`src/rtl/polar_pkg.sv`:
```
// Shared types and min-sum arithmetic for the polar SC decoder.
// Arithmetic runs on a wide signed type and is saturated back to the LLR range by callers.
package polar_pkg;

    localparam int unsigned WIDE_W = 32;

    typedef logic signed [WIDE_W-1:0] wide_t;

    typedef enum logic [1:0] {
        IDLE = 2'd0,
        RUN  = 2'd1,
        DONE = 2'd2
    } state_e;

    function automatic int unsigned stages_of(input int unsigned n);
        return $clog2(n);
    endfunction

    function automatic wide_t llr_max(input int unsigned w);
        return (wide_t'(1) <<< (w - 1)) - wide_t'(1);
    endfunction

    // Symmetric clamp; also maps the most negative code onto -max.
    function automatic wide_t saturate(input wide_t x, input int unsigned w);
        wide_t lim;
        lim = llr_max(w);
        if (x > lim) begin
            return lim;
        end
        if (x < -lim) begin
            return -lim;
        end
        return x;
    endfunction

    function automatic wide_t f_op(input wide_t a, input wide_t b);
        wide_t ma;
        wide_t mb;
        wide_t m;
        ma = (a < 0) ? -a : a;
        mb = (b < 0) ? -b : b;
        m  = (ma < mb) ? ma : mb;
        return ((a < 0) != (b < 0)) ? -m : m;
    endfunction

    function automatic wide_t g_op(input wide_t a, input wide_t b, input logic s);
        return s ? (b - a) : (b + a);
    endfunction

    function automatic int unsigned trailing_zeros(input logic [31:0] v);
        int unsigned n;
        logic        found;
        n     = 0;
        found = 1'b0;
        for (int k = 0; k < 32; k++) begin
            if (!found) begin
                if (v[k]) begin
                    found = 1'b1;
                end else begin
                    n = n + 1;
                end
            end
        end
        return n;
    endfunction

endpackage

```
`src/rtl/polar_sc_decoder_pe.sv`:
```
// One lane of the SC datapath: min-sum f or g node, result saturated to the LLR range.
module polar_pe
    import polar_pkg::*;
#(
    parameter int unsigned LLR_W = 8
) (
    input  logic signed [LLR_W-1:0] a_i,
    input  logic signed [LLR_W-1:0] b_i,
    input  logic                    s_i,
    input  logic                    g_i,
    output logic signed [LLR_W-1:0] y_o
);

    wide_t a_w;
    wide_t b_w;
    wide_t r_w;

    always_comb begin
        a_w = saturate(wide_t'(a_i), LLR_W);
        b_w = saturate(wide_t'(b_i), LLR_W);
        r_w = g_i ? saturate(g_op(a_w, b_w, s_i), LLR_W) : f_op(a_w, b_w);
        y_o = LLR_W'(r_w);
    end

endmodule

```
`src/rtl/polar_sc_decoder.sv`:
```
// Successive-cancellation polar decoder: one tree node per clock, depth-first, left child first.
// Stage s of llr_q holds the 2^s LLRs of the node currently being worked on at that depth.
module polar_sc_decoder
    import polar_pkg::*;
#(
    parameter int unsigned     BITS   = 4,
    parameter int unsigned     LLR_W  = 8,
    parameter logic [BITS-1:0] FROZEN = 4'b0011
) (
    input  logic                    clk,
    input  logic                    rst_n,
    input  logic                    in_valid_i,
    input  logic signed [LLR_W-1:0] llr_i [BITS],
    output logic                    busy_o,
    output logic                    out_valid_o,
    output logic [BITS-1:0]         u_hat_o,
    output logic [BITS-1:0]         x_hat_o
);

    localparam int unsigned STAGES = stages_of(BITS);
    localparam int unsigned LANES  = BITS / 2;
    localparam int unsigned LW     = STAGES;
    localparam int unsigned LEAF_W = STAGES + 1;
    localparam int unsigned STG_W  = $clog2(STAGES + 1);
    localparam int unsigned FINAL  = 2 * BITS - 2;
    localparam int unsigned CNT_W  = $clog2(FINAL + 1);

    state_e                  state_q;
    logic [CNT_W-1:0]        cnt_q;
    logic [LEAF_W-1:0]       leaf_q;
    logic [STG_W-1:0]        stage_q;
    logic signed [LLR_W-1:0] llr_q [STAGES+1][BITS];
    logic [BITS-1:0]         ps_q  [STAGES+1];
    logic [BITS-1:0]         u_q;
    logic [BITS-1:0]         root_q;

    logic [STG_W-1:0]        src_stage;
    logic [LW-1:0]           hi_idx;
    logic [LEAF_W-1:0]       leaf_nxt;
    logic                    is_g;
    logic                    leaf_dec;
    logic                    chain;
    logic [BITS-1:0]         cur;
    logic [BITS-1:0]         mask;
    logic [BITS-1:0]         ps_d  [STAGES+1];
    logic [BITS-1:0]         root_d;
    logic [LANES-1:0]        lane_en;
    logic [LANES-1:0]        pe_s;
    logic signed [LLR_W-1:0] pe_a [LANES];
    logic signed [LLR_W-1:0] pe_b [LANES];
    logic signed [LLR_W-1:0] pe_y [LANES];

    // Operand routing, leaf decision and the partial-sum cascade for the current step.
    always_comb begin
        src_stage = stage_q + STG_W'(1);
        leaf_nxt  = leaf_q + LEAF_W'(1);
        is_g      = leaf_q[stage_q];
        hi_idx    = '0;
        for (int j = 0; j < LANES; j++) begin
            hi_idx     = LW'(j) + (LW'(1) << stage_q);
            pe_a[j]    = llr_q[src_stage][j];
            pe_b[j]    = llr_q[src_stage][hi_idx];
            pe_s[j]    = ps_q[stage_q][j];
            lane_en[j] = (j < (1 << stage_q));
        end
        leaf_dec = ~FROZEN[leaf_q[LW-1:0]] & pe_y[0][LLR_W-1];

        // A finished right child folds into its parent until a left child is reached.
        ps_d   = ps_q;
        root_d = root_q;
        cur    = '0;
        cur[0] = leaf_dec;
        chain  = 1'b1;
        mask   = '0;
        for (int s = 0; s < STAGES; s++) begin
            mask = BITS'((64'd1 << (1 << s)) - 64'd1);
            if (chain) begin
                if (!leaf_q[s]) begin
                    ps_d[s] = cur;
                    chain   = 1'b0;
                end else begin
                    cur = ((cur & mask) << (1 << s)) | ((cur ^ ps_q[s]) & mask);
                end
            end
        end
        if (chain) begin
            root_d = cur;
        end
    end

    for (genvar j = 0; j < LANES; j++) begin : g_lane
        polar_pe #(
            .LLR_W(LLR_W)
        ) u_pe (
            .a_i(pe_a[j]),
            .b_i(pe_b[j]),
            .s_i(pe_s[j]),
            .g_i(is_g),
            .y_o(pe_y[j])
        );
    end

    always_ff @(posedge clk) begin
        if (!rst_n) begin
            state_q     <= IDLE;
            busy_o      <= 1'b0;
            out_valid_o <= 1'b0;
            u_hat_o     <= '0;
            x_hat_o     <= '0;
            cnt_q       <= '0;
            leaf_q      <= '0;
            stage_q     <= '0;
            u_q         <= '0;
            root_q      <= '0;
            for (int s = 0; s <= STAGES; s++) begin
                ps_q[s] <= '0;
                for (int j = 0; j < BITS; j++) begin
                    llr_q[s][j] <= '0;
                end
            end
        end else begin
            out_valid_o <= 1'b0;
            case (state_q)
                IDLE, DONE: begin
                    if (in_valid_i) begin
                        state_q <= RUN;
                        busy_o  <= 1'b1;
                        cnt_q   <= '0;
                        leaf_q  <= '0;
                        stage_q <= STG_W'(STAGES - 1);
                        u_q     <= '0;
                        for (int j = 0; j < BITS; j++) begin
                            llr_q[STAGES][j] <= llr_i[j];
                        end
                    end else begin
                        state_q <= IDLE;
                    end
                end
                RUN: begin
                    if (cnt_q == CNT_W'(FINAL)) begin
                        state_q     <= DONE;
                        busy_o      <= 1'b0;
                        out_valid_o <= 1'b1;
                        u_hat_o     <= u_q;
                        x_hat_o     <= root_q;
                    end else begin
                        cnt_q <= cnt_q + CNT_W'(1);
                        for (int j = 0; j < LANES; j++) begin
                            if (lane_en[j]) begin
                                llr_q[stage_q][j] <= pe_y[j];
                            end
                        end
                        // Leaf step: decide, fold partial sums, jump to the next leaf's branch point.
                        if (stage_q == '0) begin
                            u_q[leaf_q[LW-1:0]] <= leaf_dec;
                            ps_q                <= ps_d;
                            root_q              <= root_d;
                            leaf_q              <= leaf_nxt;
                            stage_q             <= STG_W'(trailing_zeros(32'(leaf_nxt)));
                        end else begin
                            stage_q <= stage_q - STG_W'(1);
                        end
                    end
                end
                default: begin
                    state_q <= IDLE;
                end
            endcase
        end
    end

endmodule

```
`config.mk`:
```
export PLATFORM = sky130hd
export DESIGN_NAME = polar_sc_decoder
export DESIGN_NICKNAME = d
export VERILOG_FILES = /design/src/rtl/polar_pkg.sv /design/src/rtl/polar_sc_decoder_pe.sv /design/src/rtl/polar_sc_decoder.sv
export SDC_FILE = /design/constraint.sdc
export NUM_CORES = 1
export LEC_CHECK = 0
export CAP_MARGIN = 20
export CORE_ASPECT_RATIO = 0.9
export CORE_MARGIN = 4
export CORE_UTILIZATION = 45
export CTS_BUF_LIST = sky130_fd_sc_hd__clkbuf_8 sky130_fd_sc_hd__clkbuf_16
export CTS_CLUSTER_DIAMETER = 200
export DETAILED_ROUTE_END_ITERATION = 8
export PLACE_DENSITY = 0.61
export SYNTH_ARGS = -nofsm -noshare
export SYNTH_HDL_FRONTEND = slang
export SYNTH_SLANG_ARGS = --single-unit
```
`constraint.sdc`:
```
create_clock -name clk -period 9 [get_ports clk]
set_input_delay 0.9 -clock clk [delete_from_list [all_inputs] [get_ports clk]]
set_output_delay 0.9 -clock clk [all_outputs]
set_load 0.05 [all_outputs]
```
==> impl_metrics.toml, run 1 <==
[run_status]
status = "finished clean"

[clock_network]
path_clk_slew_ps = 60
cts.htree.levels = 4
clock-root-buffer = "clkbuf_16"
tritoncts = "done"
clock_latency_ps = 420
cts_buffers = 17
cts_sinks = 159
cts_buffer_depth = 2

[drt]
drtAntennaViolNets = 0
drcViolationCount = 0
drt-total-wl_mm = 45.9
wl_per_cell_um = 19.5
drt_iter0_markers = 1343
dr_total_vias = 14100
first_pass_iters = 7
via_per_inst = 5.98

[pwr]
p_total_mw = 5.56
power_frac_seq_pct = 15.7
power_density_nw_per_um2 = 311
combPwrFrac_pct = 70.1
internal-power_mw = 2.84
power.switching_mw = 2.72
pwr-share-clk_pct = 14.2
power.share.switching_pct = 48.9
leakage_nw = 7.64
peakVddDrop_mv = 0.159

[global_routing]
grt_max_degree = 42
antenna_found_initial = 0
grt_remaining_overflow = 0
grt_pass1_vias = 13000
grt_first_pass_wirelength_mm = 72.8
grtUsageTotal_pct = 23.0

[critical_path]
crit_buf_inv = 5
worstSetupEndpointType = "flip-flop"
crit_fanout = 15
cpPeakStageDelay_ps = 480
crit_type = "flip-flop to flip-flop"
crit_top_cell = "ha_1"
startpoint_type = "flip-flop"
r2r_slack_ps = 530
cpLargestDelayFamily = "compound AO/OA/AOI/OAI gates"
cp_num_cells = 30
cp_data_arrival_time_ps = 8730
slowest_stage = "a2111oi_1"
cp_data_required_time_ps = 9270
r2r_cells = 30

[floorplanning]
ioPinCount = 45
dieArea_sq_um = 38800
die_height_um = 187
core_area_sq_um = 35100
rows = 65
die_x_um = 207
start_util_pct = 45.8

[layout]
utilization_pct = 50.8
diodes = 0
drive_gt1_share_pct = 8.45
finalInstanceArea_sq_um = 17800
syn2layout_area_growth_pct = 10.9
final_nets = 2073

[synthesis]
yosysUniqueCellTypes = 97
syn_avg_cell_area_sq_um = 9.03
synth_area_leaders = "edfxtp_1, ha_1, mux4_2, a21oi_1, nand2_1"
ys_warn_count = 0
yosysSeqAreaShare_pct = 27.8
yosys.area.top_type = "edfxtp_1"
syn_area_sq_um = 16100
synth_top_area_share_pct = 23.9
synth_ff_type = "edfxtp_1"
synth_edf_count = 128
synthCells = 1781
ys_async_sr_fraction_pct = 0
ys_ff_latch = 159

[timing]
setup_viol = 0
fin_skew_ps = 14.2
timing.hold.ws_ps = 451
worst_slew_pin_slew_ps = 993
finalCritPeriodShare_pct = 94.1
rsz0062_at_grt = "yes"
layout_setup_ws_ps = 533
max_freq_ghz = 0.118
slew_violations = 0
hold_viol = 0
slew_headroom_pct = 33.5
fin_crit_ps = 8470

[job]
max-cap-violations = 0

[hold_path]
hp-class = "flip-flop to flip-flop"
holdPathStages = 2

[place]
port_buffers = 44
dpl.hpwl_mm = 36.5
place_ws_ps = 311
gp_congestion = 0.946
placed_area_sq_um = 17100
cells by family (layout without fill, tap and decap cells):
family	after synthesis	in the layout	synth area share, %
AOI/OAI and AO/OA	481	481	19.9
buffers and inverters	191	207	5.62
DFF	159	159	27.8
other	2	86	0.0467
xor gates and xnor gates	66	66	3.64
adders and majority gates	170	170	13.3
and+or+nand+nor	621	621	19.1
muxes	91	91	10.6
area by class of cell:
class                           instances  area (sq um)
Fill cell                            3299         17300
Multi-Input combinational cell       1515         11100
Sequential cell                       159          4470
Timing Repair Buffer                   71           659
Tap cell                              469           587
Clock buffer                           19           453
Inverter                              104           390
Clock inverter                         13           210
registers in the layout (all words and copies together), names as in the netlist:
name and count:
llr_q 128, root_q 4, u_hat_o 4, u_q 4
x_hat_o 4, cnt_q 3, leaf_q 3, ps_q 3
stage_q 2, state_q 2, busy_o 1, out_valid_o 1
synth_stat cells (all sizes together), types with 6 or more instances:
library cell	n
a21o	53
o21a	20
and3	35
clkbuf	63
a221o	10
nor2b	36
or2	14
dfxtp	31
a22oi	6
nor3b	11
ha	168
a211oi	14
xnor2	38
nand3	35
a31oi	11
nor2	163
a21oi	155
mux4	59
a22o	6
buf	24
xor2	28
o21ai	71
a41o	7
nand4	26
nor4	12
a221oi	8
o2111ai	7
or4	8
o21bai	9
o22a	7
nand2	168
nor3	47
o211ai	22
o22ai	12
mux2i	27
inv	101
o31ai	12
and2	16
nand2b	11
or3	15
edfxtp	128
a2111oi	6
per-layer routing:
metal,up-vias,share of wire [%],global-route usage [%]
met3,69,7.1,3.42
met2,554,44,35.4
met1,6628,47,33.6
met5,-,0,0
met4,0,2.7,6.59
li1,6805,-,-
power groups by stage:
stage	registers, mW	clock network, mW	logic, mW
floorplan	0.874	0	2.88
global placement	0.884	0	3.80
detailed placement	0.885	0	3.77
CTS	0.870	0.809	3.80
global route	0.874	0.841	4.26
finish	0.871	0.790	3.90
what timing repair did:
action	CTS	global route
setup endpoints to repair	0	54
hold buffers	0	0
resized for setup	0	11
setup buffers	0	0
metrics by stage:
step,setup TNS (ps),std cells
final,0,2350
after global routing,-150,2350
after CTS,0,2350
after detailed placement,0,2318
after global placement,0,2318
after floorplan,0,1865
worst register-to-register path, delay by kind of cell (launching register included):
kind / cells / cell delay (ps)
AO/OA/AOI/OAI: 9 / 2760
adder cells (fa/ha/maj): 5 / 1720
buffers and inverters: 5 / 650
flip-flops: 1 / 340
multiplexers: 1 / 460
AND/OR/NAND/NOR: 10 / 2380
placed cells by master, fill, tap and decap left out, drive strengths merged, types with 10 or more instances in the layout:
master,instances
a211oi,14
a21o,53
a21oi,155
a221o,10
a31oi,11
and2,16
and3,35
buf,27
clkbuf,19
clkdlybuf4s50,44
conb,86
dfxtp,31
edfxtp,128
ha,168
inv,102
mux2i,27
mux4,59
nand2,168
nand2b,11
nand3,35
nand4,26
nor2,163
nor2b,36
nor3,47
nor3b,11
nor4,12
o211ai,22
o21a,20
o21ai,71
o22ai,12
o31ai,12
or2,14
or3,15
xnor2,38
xor2,28
worst paths after layout:
path,from,end
max,stage_q[0],llr_q[0][17]
min,root_q[2],x_hat_o[2]
max reg2reg,stage_q[0],llr_q[0][17]
min reg2reg,root_q[2],x_hat_o[2]
No activity file was read; power rests on OpenSTA's default activity.
==> inputs of run 2 (changes only) <==
--- a/config.mk
+++ b/config.mk
@@ -5,7 +5,8 @@
 export SDC_FILE = /design/constraint.sdc
 export NUM_CORES = 1
 export LEC_CHECK = 0
-export CAP_MARGIN = 20
+export ABC_CLOCK_PERIOD_IN_PS = 9000
+export CAP_MARGIN = 30
 export CORE_ASPECT_RATIO = 0.9
 export CORE_MARGIN = 4
 export CORE_UTILIZATION = 45
@@ -13,6 +14,7 @@
 export CTS_CLUSTER_DIAMETER = 200
 export DETAILED_ROUTE_END_ITERATION = 8
 export PLACE_DENSITY = 0.61
+export SKIP_CTS_REPAIR_TIMING = 1
 export SYNTH_ARGS = -nofsm -noshare
 export SYNTH_HDL_FRONTEND = slang
 export SYNTH_SLANG_ARGS = --single-unit
==> run 2 against run 1 <==
  * Final area shrank 0.58%
  * Sequential cell count stayed put
  * Die area unchanged
  * Largest cell class unchanged
  * Largest power group unchanged
  * Highest routed layer unchanged
==> impl_metrics.toml, run 2 (same netlist as run 1, synthesis figures left out) <==
[run_status]
status = "finished clean"

[critical_path]
startpoint_type = "flip-flop"
crit_fanout = 41
crit_type = "flip-flop to flip-flop"
r2r_start = "stage_q[0]"
slowest_stage = "mux4_1"
worstSetupEndpointType = "flip-flop"
cp_data_required_time_ps = 9150
cpPeakStageDelay_ps = 780
r2r_slack_ps = 490
cp_data_arrival_time_ps = 8660
crit_start = "stage_q[0]"

[timing]
fin_skew_ps = 11.5
max_freq_ghz = 0.117
worst_slew_pin_slew_ps = 879
hold_viol = 0
finalCritPeriodShare_pct = 94.6
fin_crit_ps = 8510
slew_headroom_pct = 41.2
slew_violations = 0
setup_tns_ps = 0
rsz0062_at_grt = "no"
setup_viol = 0

[clock_network]
path_clk_slew_ps = 60
tritoncts = "done"
cts_buffers = 17
clock_latency_ps = 430
cts_buffer_depth = 2
clock-root-buffer = "clkbuf_16"
cts.htree.levels = 4
cts_sinks = 159

[floorplanning]
dieArea_sq_um = 38800
core_area_sq_um = 35100
die_height_um = 187
rows = 65
start_util_pct = 45.8
die_x_um = 207
ioPinCount = 45

[drt]
first_pass_iters = 5
dr_total_vias = 14100
drt-total-wl_mm = 46.1
wl_per_cell_um = 19.6
drtAntennaViolNets = 0
via_per_inst = 5.97
drcViolationCount = 0
drt_iter0_markers = 1259

[layout]
largest-register = "llr_q"
layout_commonest_cell = "nand2_1"
utilization_pct = 50.5
final_cell_mix = "nand2_1, ha_1, nor2_1"
drive_gt1_share_pct = 8.28
diodes = 0
n_fill_cell = 3315
final_nets = 2075
syn2layout_area_growth_pct = 10.3
largest_reg_flops = 128

[job]
max-cap-violations = 0

[pwr]
power_density_nw_per_um2 = 306
leakage_nw = 7.61
peakVddDrop_mv = 0.170

[global_routing]
antenna_found_initial = 0
grt_max_degree = 42
grt_pass1_vias = 13100
grt_first_pass_wirelength_mm = 73.1
grtUsageTotal_pct = 23.1
grt_remaining_overflow = 0

[place]
port_buffers = 44
gp_congestion = 0.946
dpl.hpwl_mm = 36.6

[hold_path]
hp-class = "flip-flop to flip-flop"
min_from = "root_q[3]"
[run 2: path summary, 6_finish.rpt]
check                               endpoint  depth (start not counted)
worst max register to register  llr_q[1][21]                         28
worst max-delay path            llr_q[1][21]                         28
worst min-delay path              x_hat_o[3]                          2
worst min register to register    x_hat_o[3]                          2
[run 2: layout make-up]
class | instances | area (sq um) | area share (%)
Timing Repair Buffer | 73 | 674 | 3.80
Clock buffer | 18 | 439 | 2.48
Clock inverter | 14 | 105 | 0.592
Tap cell | 469 | 587 | 3.31
Multi-Input combinational cell | 1515 | 11100 | 62.5
Inverter | 104 | 390 | 2.20
Sequential cell | 159 | 4470 | 25.2
[run 2: worst max-delay path, delay by kind of cell (launching register included)]
kind | cells | cell delay, ps
xor gates and xnor gates | 1 | 180
buffers and inverters | 4 | 730
DFF | 1 | 340
muxes | 1 | 780
adders and majority gates | 4 | 1280
and+or+nand+nor | 8 | 1840
AOI/OAI and AO/OA | 10 | 3040
[run 2: power breakdown]
part	switching [mW]	total [mW]	internal, mW
Sequential	0.0220	0.871	0.849
Combinational	2.42	3.90	1.48
Clock	0.282	0.663	0.382
Total	2.72	5.44	2.71
[run 2: routing by layer]
layer / wire, um / vias to the layer above / GRT usage (%)
li1: - / 6796 / -
met1: 21900 / 6660 / 34.0
met2: 19900 / 514 / 35.3
met3: 2910 / 82 / 3.22
met4: 1420 / 0 / 7.25
met5: 0 / - / 0
[run 2: stage by stage]
step / setup slack, ps / hold slack [ps] / area (sq um) / cells / power, mW
2_1_floorplan: 454 / 429 / 16400 / 1865 / 3.75
3_3_place_gp: 427 / 440 / 17100 / 2318 / 4.68
3_5_place_dp: 308 / 448 / 17200 / 2320 / 4.66
4_1_cts: 274 / 457 / 17700 / 2352 / 5.35
5_1_grt: 19.8 / 471 / 17700 / 2352 / 5.85
6_report: 485 / 451 / 17700 / 2352 / 5.44
